--- src/rtl/pipe_stage_elastic.sv ---
// Elastic pipeline register with valid/ready handshake, flush and FIFO ordering.
// Define PIPE_SKID_EN to add a second (skid) entry and register in_ready.
module pipe_stage_elastic #(
    parameter int unsigned      WIDTH     = 64,
    parameter logic [WIDTH-1:0] RESET_VAL = '0
) (
    input  logic             clk,
    input  logic             reset,
    input  logic             flush,
    input  logic             in_valid,
    output logic             in_ready,
    input  logic [WIDTH-1:0] in_data,
    output logic             out_valid,
    input  logic             out_ready,
    output logic [WIDTH-1:0] out_data,
    output logic [1:0]       count
);

    logic             r_m_v;
    logic [WIDTH-1:0] r_m_d;
    logic [1:0]       r_count;
    logic             w_m_v_nxt;
    logic [WIDTH-1:0] w_m_d_nxt;
    logic             w_acc;
    logic             w_rel;

    assign w_acc     = in_valid & in_ready;
    assign w_rel     = r_m_v & out_ready;
    assign out_valid = r_m_v;
    assign out_data  = r_m_d;
    assign count     = r_count;

`ifdef PIPE_SKID_EN
    logic             r_s_v;
    logic [WIDTH-1:0] r_s_d;
    logic             w_s_v_nxt;
    logic [WIDTH-1:0] w_s_d_nxt;

    // Registered ready: depends only on skid occupancy, never on out_ready.
    assign in_ready = ~r_s_v;

    always_comb begin
        w_m_v_nxt = r_m_v;
        w_m_d_nxt = r_m_d;
        w_s_v_nxt = r_s_v;
        w_s_d_nxt = r_s_d;
        if (flush) begin
            w_m_v_nxt = 1'b0;
            w_s_v_nxt = 1'b0;
        end else if (r_s_v) begin
            if (w_rel) begin
                w_m_d_nxt = r_s_d;
                w_s_v_nxt = 1'b0;
            end
        end else if (w_acc) begin
            if (!r_m_v || w_rel) begin
                w_m_v_nxt = 1'b1;
                w_m_d_nxt = in_data;
            end else begin
                w_s_v_nxt = 1'b1;
                w_s_d_nxt = in_data;
            end
        end else if (w_rel) begin
            w_m_v_nxt = 1'b0;
        end
    end

    always_ff @(posedge clk) begin
        if (reset) begin
            r_m_v   <= 1'b0;
            r_m_d   <= RESET_VAL;
            r_s_v   <= 1'b0;
            r_s_d   <= RESET_VAL;
            r_count <= '0;
        end else begin
            r_m_v   <= w_m_v_nxt;
            r_m_d   <= w_m_d_nxt;
            r_s_v   <= w_s_v_nxt;
            r_s_d   <= w_s_d_nxt;
            r_count <= {1'b0, w_m_v_nxt} + {1'b0, w_s_v_nxt};
        end
    end
`else
    assign in_ready = ~r_m_v | out_ready;

    always_comb begin
        w_m_v_nxt = r_m_v;
        w_m_d_nxt = r_m_d;
        if (flush) begin
            w_m_v_nxt = 1'b0;
        end else if (w_acc) begin
            w_m_v_nxt = 1'b1;
            w_m_d_nxt = in_data;
        end else if (w_rel) begin
            w_m_v_nxt = 1'b0;
        end
    end

    always_ff @(posedge clk) begin
        if (reset) begin
            r_m_v   <= 1'b0;
            r_m_d   <= RESET_VAL;
            r_count <= '0;
        end else begin
            r_m_v   <= w_m_v_nxt;
            r_m_d   <= w_m_d_nxt;
            r_count <= {1'b0, w_m_v_nxt};
        end
    end
`endif

endmodule
--- config.mk ---
export PLATFORM = sky130hd
export DESIGN_NAME = pipe_stage_elastic
export DESIGN_NICKNAME = d
export VERILOG_FILES = /design/src/rtl/pipe_stage_elastic.sv
export SDC_FILE = /design/constraint.sdc
export NUM_CORES = 1
export LEC_CHECK = 0
export ABC_AREA = 1
export BUFFER_PORTS_ARGS = -buffer_cell sky130_fd_sc_hd__buf_2
export CAP_MARGIN = 20
export CELL_PAD_IN_SITES_DETAIL_PLACEMENT = 0
export CELL_PAD_IN_SITES_GLOBAL_PLACEMENT = 1
export CORE_ASPECT_RATIO = 2
export CORE_MARGIN = 2
export CORE_UTILIZATION = 35
export CTS_BUF_LIST = sky130_fd_sc_hd__clkbuf_8
export CTS_CLUSTER_DIAMETER = 80
export CTS_CLUSTER_SIZE = 40
export DETAILED_ROUTE_END_ITERATION = 7
export PLACE_DENSITY_LB_ADDON = 0.25
export SKIP_CTS_REPAIR_TIMING = 1
export SYNTH_ARGS = -nofsm -noshare
export SYNTH_HDL_FRONTEND = slang
export SYNTH_SLANG_ARGS = --single-unit
--- constraint.sdc ---
create_clock -name clk -period 3.25 [get_ports clk]
set_clock_uncertainty 0.1 [all_clocks]
set_input_delay 0.1625 -clock clk [delete_from_list [all_inputs] [get_ports clk]]
set_output_delay 0.1625 -clock clk [all_outputs]
set_load 0.01 [all_outputs]
==> results.txt, run 1 <==
First-pass detailed-route iteration total - 4
Routed wire per std cell - 11.3 um
Port bufs - 135
R2R cell count - 5
ANT nets after route - 0
Fin util - 46.2%
First-pass GRT wire length - 11.3 mm
CTS tree - built
Setup Viol. Count Final - 0
Clock power frac - 36.7%
EDFF count, synth - 0
RSZ-0062 raised after global routing - false
Synthesized cell area - 2930 um^2
Final period util - 61.1%
Fmax achieved - 503 MHz
Unique masters post-synth - 15
Die Ht - 133 um
Overflow after GRT - 0
Hold Path End - out_data[28]
Total I/O pin count - 137
FF-to-FF Start - count[0]
Max_slew headroom - 33.2%
DRT iter0 DRCs - 134
Worst EP arrival - 1.72 ns
Share of the yosys chip area belonging to registers - 44.4%
Starting Density - 35.8%
Cell Area, Placed - 3540 um^2
RePlAce Congestion - 0.730
Clk_lat worst skew - 0.33 ns
CTS buffer count - 9
CP max FO - 99
Row cnt - 47
Die X - 68.7 um
Yosys reg bits - 65
Maximum VDD drop - 0.236 mV
Syn Inst Count - 429
Max_cap viols - 0
Worst Hold Path Cells - 5
GRT Util Overall - 16.2%
Final Cell Area - 3780 um^2
Ant diodes - 0
Status - complete, no violations
Post-detail-place hpwl - 4.73 mm
Post-Syn Nets - 498
Clock-pin slew on the worst setup and hold paths - 0.07 ns
Post-layout min period - 1.99 ns
Post-synth top cells - a21oi_1 (65), dfxtp_1 (65), inv_1 (65), nand2_1 (65)
Top area cells in the synthesized netlist - dfxtp_1 (44%), a21oi_1 (11%), nand3_1 (11%)
Slew Viols, Final - 0
Nets - 614
Combinational Power Share - 15.9%
Core Region - 8170 um^2
Yosys top cell area share - 44.4%
Drt drc - 0
Switching power total - 488 uW
Syn-to-layout area delta - 29.1%
Via Count - 2933
Final wirelength - 7.33 mm
Antenna violations before repair - 0
Seq pwr share - 47.4%
Vias in the first global route - 2467
Hold_sp - in_data[28]
Ratio of cells with drive above 1 in the final layout - 28.6%
Post-Route Setup TNS - 0 ns
Crit path kind - reg -> out
Worst Path Required - 2.99 ns
Synth Flop Type - dfxtp_1
Yosys warns - 0
FFs w/ async S/R, synth - 0%
R2R Setup Slk - 1.35 ns
Reg2reg end - out_data[1]
Worst min path class - in -> reg
Worst Tran Pin Value - 1.00 ns
Critical Path End Type - output pin
Full die area - 9160 um^2
Cell Int Power - 1370 uW
Pwr dens - 491 nW/um^2
Avg Inst Size Synth - 6.82 um^2
Final Hold Fails - 0
Htree depth - 3
CTS Sinks - 65
Area leader, netlist - dfxtp_1
Switching share of power - 26.3%
Vias per cell - 4.53
Pleak - 0.00215 uW
CTS Buffer Depth - 2
CP Launch Type - register
Clock root cell - clkbuf_8
Largest net degree at the start of global routing - 129
[cells by family after synthesis]
family | count (synthesis) | share of synthesized area (%)
other cells | 1 | 0.128
flops | 65 | 44.4
buf+inv | 103 | 16.5
simple gates | 195 | 27.9
compound gates | 65 | 11.1
[placed cells by master (no fill, tap or decap)]
cell type,Yosys,layout
a21oi_1,65,65
buf_12,0,2
buf_2,10,135
buf_4,16,2
bufinv_16,0,1
clkbuf_8,0,11
clkinv_2,0,2
conb_1,1,1
dfxtp_1,65,65
dlygate4sd3_1,0,2
inv_1,65,66
inv_2,2,2
nand2_1,65,64
nand2_4,0,1
nand3_1,64,64
nor2_1,64,64
nor2_4,0,1
nor3_1,1,1
[routing by layer]
metal  wire length, um  global-route usage [%]
met5                 0                       0
met4               182                    9.33
met3               505                    4.48
met2              3680                    26.5
met1              2960                    18.1
[power by group through the flow]
stage	logic (uW)	clock network [uW]	registers (uW)
3_3_place_gp	291	0	897
6_report	295	681	880
2_1_floorplan	160	0	921
4_1_cts	296	713	881
5_1_grt	336	741	886
3_5_place_dp	296	0	898
[sequential cells by signal, summed over array words and instances, names as in the netlist]
register,count
out_data,64
count,1
[how the worst max path moves through the flow]
stage / from / endpoint / slack (ns)
CTS: count[0] / in_ready / 1.25
detailed placement: count[0] / out_data[47] / 1.36
finish: count[0] / in_ready / 1.26
global route: count[0] / in_ready / 1.13
global placement: count[0] / out_data[59] / 1.42
floorplan: count[0] / out_data[36] / 2.03
[through the flow]
step	total power, uW	setup slack, ns	instances	hold slack [ns]
after floorplan	1080	2.03	429	0.139
after global placement	1190	1.42	629	0.252
after detailed placement	1190	1.36	629	0.267
after CTS	1890	1.25	644	-0.108
after global routing	1960	1.13	647	0.0353
final	1860	1.26	647	0.0342
[layout make-up]
cell class	count	area [um^2]
Fill cell	900	4400
Multi-Input combinational cell	261	1160
Sequential cell	65	1300
Inverter	67	251
Timing Repair Buffer	141	751
Clock buffer	11	151
Clock inverter	4	43.8
Tap cell	98	123
[worst max-delay path, cell delays in order (launching register included)]
cell     delay [ns]
dfxtp_1        0.35
nand2_4        0.74
buf_2          0.27
Note: power is estimated with default switching activity, not from simulation.
==> inputs of run 2 (changes only) <==
Settings changed: CORE_UTILIZATION 35 to 29.
Clock period 3.25 ns to 1.7 ns, I/O delays scaled along.
==> results.txt, run 2 (same netlist as run 1, synthesis figures left out) <==
Port bufs - 135 (unchanged)
Layout fillers - 1073 (was 900)
First-pass detailed-route iteration total - 6 (was 4)
Crit path buffers/inverters - 2 (was 1)
Post-detail-place hpwl - 5.36 mm (was 4.73 mm)
Drt drc - 0 (unchanged)
Clock root cell - clkbuf_8 (unchanged)
CP Launch Type - register (unchanged)
Full die area - 11000 um^2 (was 9160 um^2)
DRT iter0 DRCs - 130 (was 134)
Worst Path Required - 1.51 ns (was 2.99 ns)
ANT nets after route - 0 (unchanged)
Vias in the first global route - 2639 (was 2467)
Max_cap viols - 0 (unchanged)
Worst stage delay on the critical path - 0.36 ns (was 0.74 ns)
Pwr dens - 883 nW/um^2 (was 491 nW/um^2)
Vias per cell - 4.28 (was 4.53)
Multi-input logic area - 1160 um^2 (unchanged)
Slew Viols, Final - 0 (unchanged)
Status - finished, violations left (was complete, no violations)
Htree depth - 3 (unchanged)
Maximum VDD drop - 0.468 mV (was 0.236 mV)
Critical-path top delay cell - dfxtp_1 (was nand2_4)
Setup Viol. Count Final - 0 (unchanged)
Worst min path class - in -> reg (unchanged)
RePlAce Congestion - 0.732 (was 0.730)
Die X - 75.1 um (was 68.7 um)
Post-Route Setup TNS - 0 ns (unchanged)
Routed wire per std cell - 11.5 um (was 11.3 um)
Worst EP arrival - 1.38 ns (was 1.72 ns)
Ant diodes - 0 (unchanged)
Antenna violations before repair - 0 (unchanged)
Pleak - 0.00236 uW (was 0.00215 uW)
Final Hold Fails - 23 (was 0)
Core Region - 9760 um^2 (was 8170 um^2)
Fmax achieved - 640 MHz
Total I/O pin count - 137 (unchanged)
Die Ht - 146 um (was 133 um)
CTS Sinks - 65 (unchanged)
Failing checks - hold timing
Flip-flop count of the largest register after layout - 64 (unchanged)
Largest net degree at the start of global routing - 69 (was 129)
Row cnt - 51 (was 47)
CP max FO - 45 (was 99)
FF+latch area - 1300 um^2 (unchanged)
CTS tree - built (unchanged)
Critical Path End Type - output pin (unchanged)
CTS Buffer Depth - 2 (unchanged)
Hold Slack - -0.0419 ns (was 0.0342 ns)
Via Count - 3103 (was 2933)
First-pass GRT wire length - 12.4 mm (was 11.3 mm)
Final period util - 91.9%
Clk_lat worst skew - 0.35 ns (was 0.33 ns)
CP cell instances - nand2_4 > buf_12 > buf_2 (was nand2_4 > buf_2)
Clock-pin slew on the worst setup and hold paths - 0.08 ns (was 0.07 ns)
RSZ-0062 raised after global routing - false (unchanged)
Final Cell Area - 4310 um^2 (was 3780 um^2)
Final wirelength - 8.33 mm (was 7.33 mm)
Overflow after GRT - 0 (unchanged)
Most common cell after layout, fill and taps aside - buf_2 (unchanged)
GRT Util Overall - 14.7% (was 16.2%)
Starting Density - 30.0% (was 35.8%)
Syn-to-layout area delta - 47.4% (was 29.1%)
CTS buffer count - 9 (unchanged)
Nets - 658 (was 614)
Top Family by Delay on Critical Path - buffers and inverters (was simple AND/OR/NAND/NOR gates)
Crit path kind - reg -> out (unchanged)
Fin util - 44.2% (was 46.2%)
Ratio of cells with drive above 1 in the final layout - 27.2% (was 28.6%)
Cell Area, Placed - 3670 um^2 (was 3540 um^2)
Post-layout min period - 1.56 ns
Most frequent cells in the layout - buf_2 (135), inv_1 (65), a21oi_1 (65), dfxtp_1 (65) (was buf_2 (135), inv_1 (66), a21oi_1 (65), dfxtp_1 (65))
[run 2: routing by layer]
| metal | share of wire (%) | vias up | wire, um | track usage [%] |
|---|---|---|---|---|
| met4 | 2.3 | 0 | 195 | 7.23 |
| li1 | - | 1643 | - | - |
| met3 | 5.0 | 16 | 415 | 3.24 |
| met2 | 53 | 88 | 4380 | 25.0 |
| met5 | 0 | - | 0 | 0 |
| met1 | 40 | 1356 | 3340 | 16.5 |
[run 2: path summary, 6_finish.rpt]
kind                 from      endpoint  slack [ns]  depth (start not counted)
max              count[0]      in_ready        0.14                          3
min           in_data[12]  out_data[12]       -0.04                          5
max reg2reg      count[0]      count[0]        0.32                          3
min reg2reg  out_data[31]  out_data[31]        0.37                          2
[run 2: cell type report]
cell class                      count  area share, %
Inverter                           67           5.83
Clock inverter                      5           1.86
Tap cell                          132           3.83
Multi-Input combinational cell    261           26.8
Clock buffer                       10           3.19
Timing Repair Buffer              185           28.3
Sequential cell                    65           30.2
[run 2: worst reg2reg max path: cells and delay by family (launching register included)]
kind / cells / cell delay [ns]
buffers and inverters: 1 / 0.57
flip-flops: 1 / 0.43
AND/OR/NAND/NOR: 1 / 0.13
AO/OA/AOI/OAI: 1 / 0.11
[run 2: stage by stage]
stage                     instances  hold slack [ns]  setup WS [ns]  total power, uW
after global routing            725          0.00120         0.0690             4020
final                           725          -0.0419          0.138             3810
after floorplan                 429           0.0618          0.482             2070
after detailed placement        667            0.192          0.417             2310
after global placement          667            0.176          0.470             2300
after CTS                       682           -0.187          0.122             3790
[run 2: where the power goes]
part | switching (uW) | internal, uW | total, uW
sequential | 54.9 | 1630 | 1680
combinational | 337 | 318 | 655
clock | 616 | 855 | 1470
==> inputs of run 3 (changes only) <==
Settings changed: BUFFER_PORTS_ARGS -buffer_cell sky130_fd_sc_hd__buf_2 to not set, CORE_UTILIZATION 29 to 40, DONT_BUFFER_PORTS set to 1, MAX_ROUTING_LAYER set to met4.
==> results.txt, run 3 (same netlist as run 1, synthesis figures left out) <==
Die X - 64.5 um (was 75.1 um)
GRT Util Overall - 16.9% (was 14.7%)
Post-Route Setup TNS - 0 ns (unchanged)
Clk_lat worst skew - 0.33 ns (was 0.35 ns)
Nets - 543 (was 658)
RePlAce Congestion - 0.711 (was 0.732)
First-pass detailed-route iteration total - 4 (was 6)
Port bufs - 0 (was 135)
Overflow after GRT - 0 (unchanged)
Core Region - 7160 um^2 (was 9760 um^2)
Slew Viols, Final - 0 (unchanged)
ANT nets after route - 0 (unchanged)
Via Count - 2729 (was 3103)
Fin cells - 570 (was 725)
Status - complete, no violations (was finished, violations left)
Htree depth - 3 (unchanged)
Vias per cell - 4.79 (was 4.28)
Final period util - 88.9% (was 91.9%)
Routed wire per std cell - 12.5 um (was 11.5 um)
Antenna violations before repair - 0 (unchanged)
Flip-flop count of the largest register after layout - 64 (unchanged)
Max_cap viols - 0 (unchanged)
Starting Density - 40.9% (was 30.0%)
Full die area - 8060 um^2 (was 11000 um^2)
Pleak - 0.00182 uW (was 0.00236 uW)
Die Ht - 125 um (was 146 um)
CTS Buffer Depth - 2 (unchanged)
Setup Viol. Count Final - 0 (unchanged)
Cell Area, Placed - 2890 um^2 (was 3670 um^2)
Syn-to-layout area delta - 28.0% (was 47.4%)
Largest net degree at the start of global routing - 129 (was 69)
Pwr dens - 929 nW/um^2 (was 883 nW/um^2)
Worst Path Required - 1.88 ns (was 1.51 ns)
Final Hold Fails - 0 (was 23)
Post-layout min period - 1.51 ns (was 1.56 ns)
Drt drc - 0 (unchanged)
CP max FO - 4 (was 45)
CP Launch Type - register (unchanged)
Ant diodes - 0 (unchanged)
Fmax achieved - 661 MHz (was 640 MHz)
CTS tree - built (unchanged)
DRT iter0 DRCs - 169 (was 130)
Final wirelength - 7.10 mm (was 8.33 mm)
Row cnt - 44 (was 51)
Place WS - 0.362 ns (was 0.417 ns)
RSZ-0062 raised after global routing - false (unchanged)
First-pass GRT wire length - 10.4 mm (was 12.4 mm)
Critical Path End Type - register (was output pin)
CTS buffer count - 9 (unchanged)
Vias in the first global route - 2314 (was 2639)
Total I/O pin count - 137 (unchanged)
Maximum VDD drop - 0.419 mV (was 0.468 mV)
Clock-pin slew on the worst setup and hold paths - 0.07 ns (was 0.08 ns)
Post-detail-place hpwl - 4.05 mm (was 5.36 mm)
Crit path kind - reg -> reg (was reg -> out)
Worst min path class - in -> reg (unchanged)
Most frequent cells in the layout - inv_1 (66), dlygate4sd3_1 (66), a21oi_1 (65), dfxtp_1 (65) (was buf_2 (135), inv_1 (65), a21oi_1 (65), dfxtp_1 (65))
Cells after DPL - 489 (was 667)
Clock root cell - clkbuf_8 (unchanged)
Worst EP arrival - 1.69 ns (was 1.38 ns)
Worst setup margin - 0.188 ns (was 0.138 ns)
Final Cell Area - 3750 um^2 (was 4310 um^2)
CTS Sinks - 65 (unchanged)
Ratio of cells with drive above 1 in the final layout - 4.60% (was 27.2%)
==> run 3: layout make-up <==
class                   instances  area (um^2)
fillers                       674         3410
inverters                      67          251
well taps                      92          115
repair buffers                 70          728
clock buffers                  11          151
flip-flops and latches         65         1300
clock inverters                 4         43.8
multi-input cells             261         1160
==> run 3: where the power goes <==
group | switching (uW) | internal, uW | leakage (uW) | total (uW)
Combinational | 230 | 225 | 0.00118 | 455
Sequential | 126 | 1630 | 0.000536 | 1760
Clock | 533 | 738 | 0.000106 | 1270
==> run 3: per-layer routing <==
layer  vias to the layer above  GRT usage (%)  routed length [um]
li1                       1414              -                   -
met1                      1205           18.3                2930
met2                        97           26.6                3430
met3                        13           5.76                 578
met4                         0           9.39                 165
met5                         -              -                   0
==> run 3: critical path, stage by stage, from the launching register on <==
cell and delay [ns]:
dfxtp_1 0.51, a21oi_1 0.13, nor3_1 0.15, dlygate4sd3_1 0.57
==> run 3: stage by stage <==
stage          hold WS, ns  utilization, %  power, uW
6_report             0.175            52.4       3480
3_3_place_gp        0.0647            40.4       2110
2_1_floorplan       0.0618               -       2070
3_5_place_dp        0.0678            40.4       2120
4_1_cts             -0.303            43.1       3420
5_1_grt              0.209            52.4       3690
==> run 3: worst paths after layout <==
check | depth (start not counted) | to | start | slack [ns]
setup / recovery | 3 | count[0] | count[0] | 0.19
hold / removal | 4 | out_data[47] | flush | 0.18
hold reg to reg | 2 | out_data[47] | out_data[47] | 0.45
setup reg to reg | 3 | count[0] | count[0] | 0.19
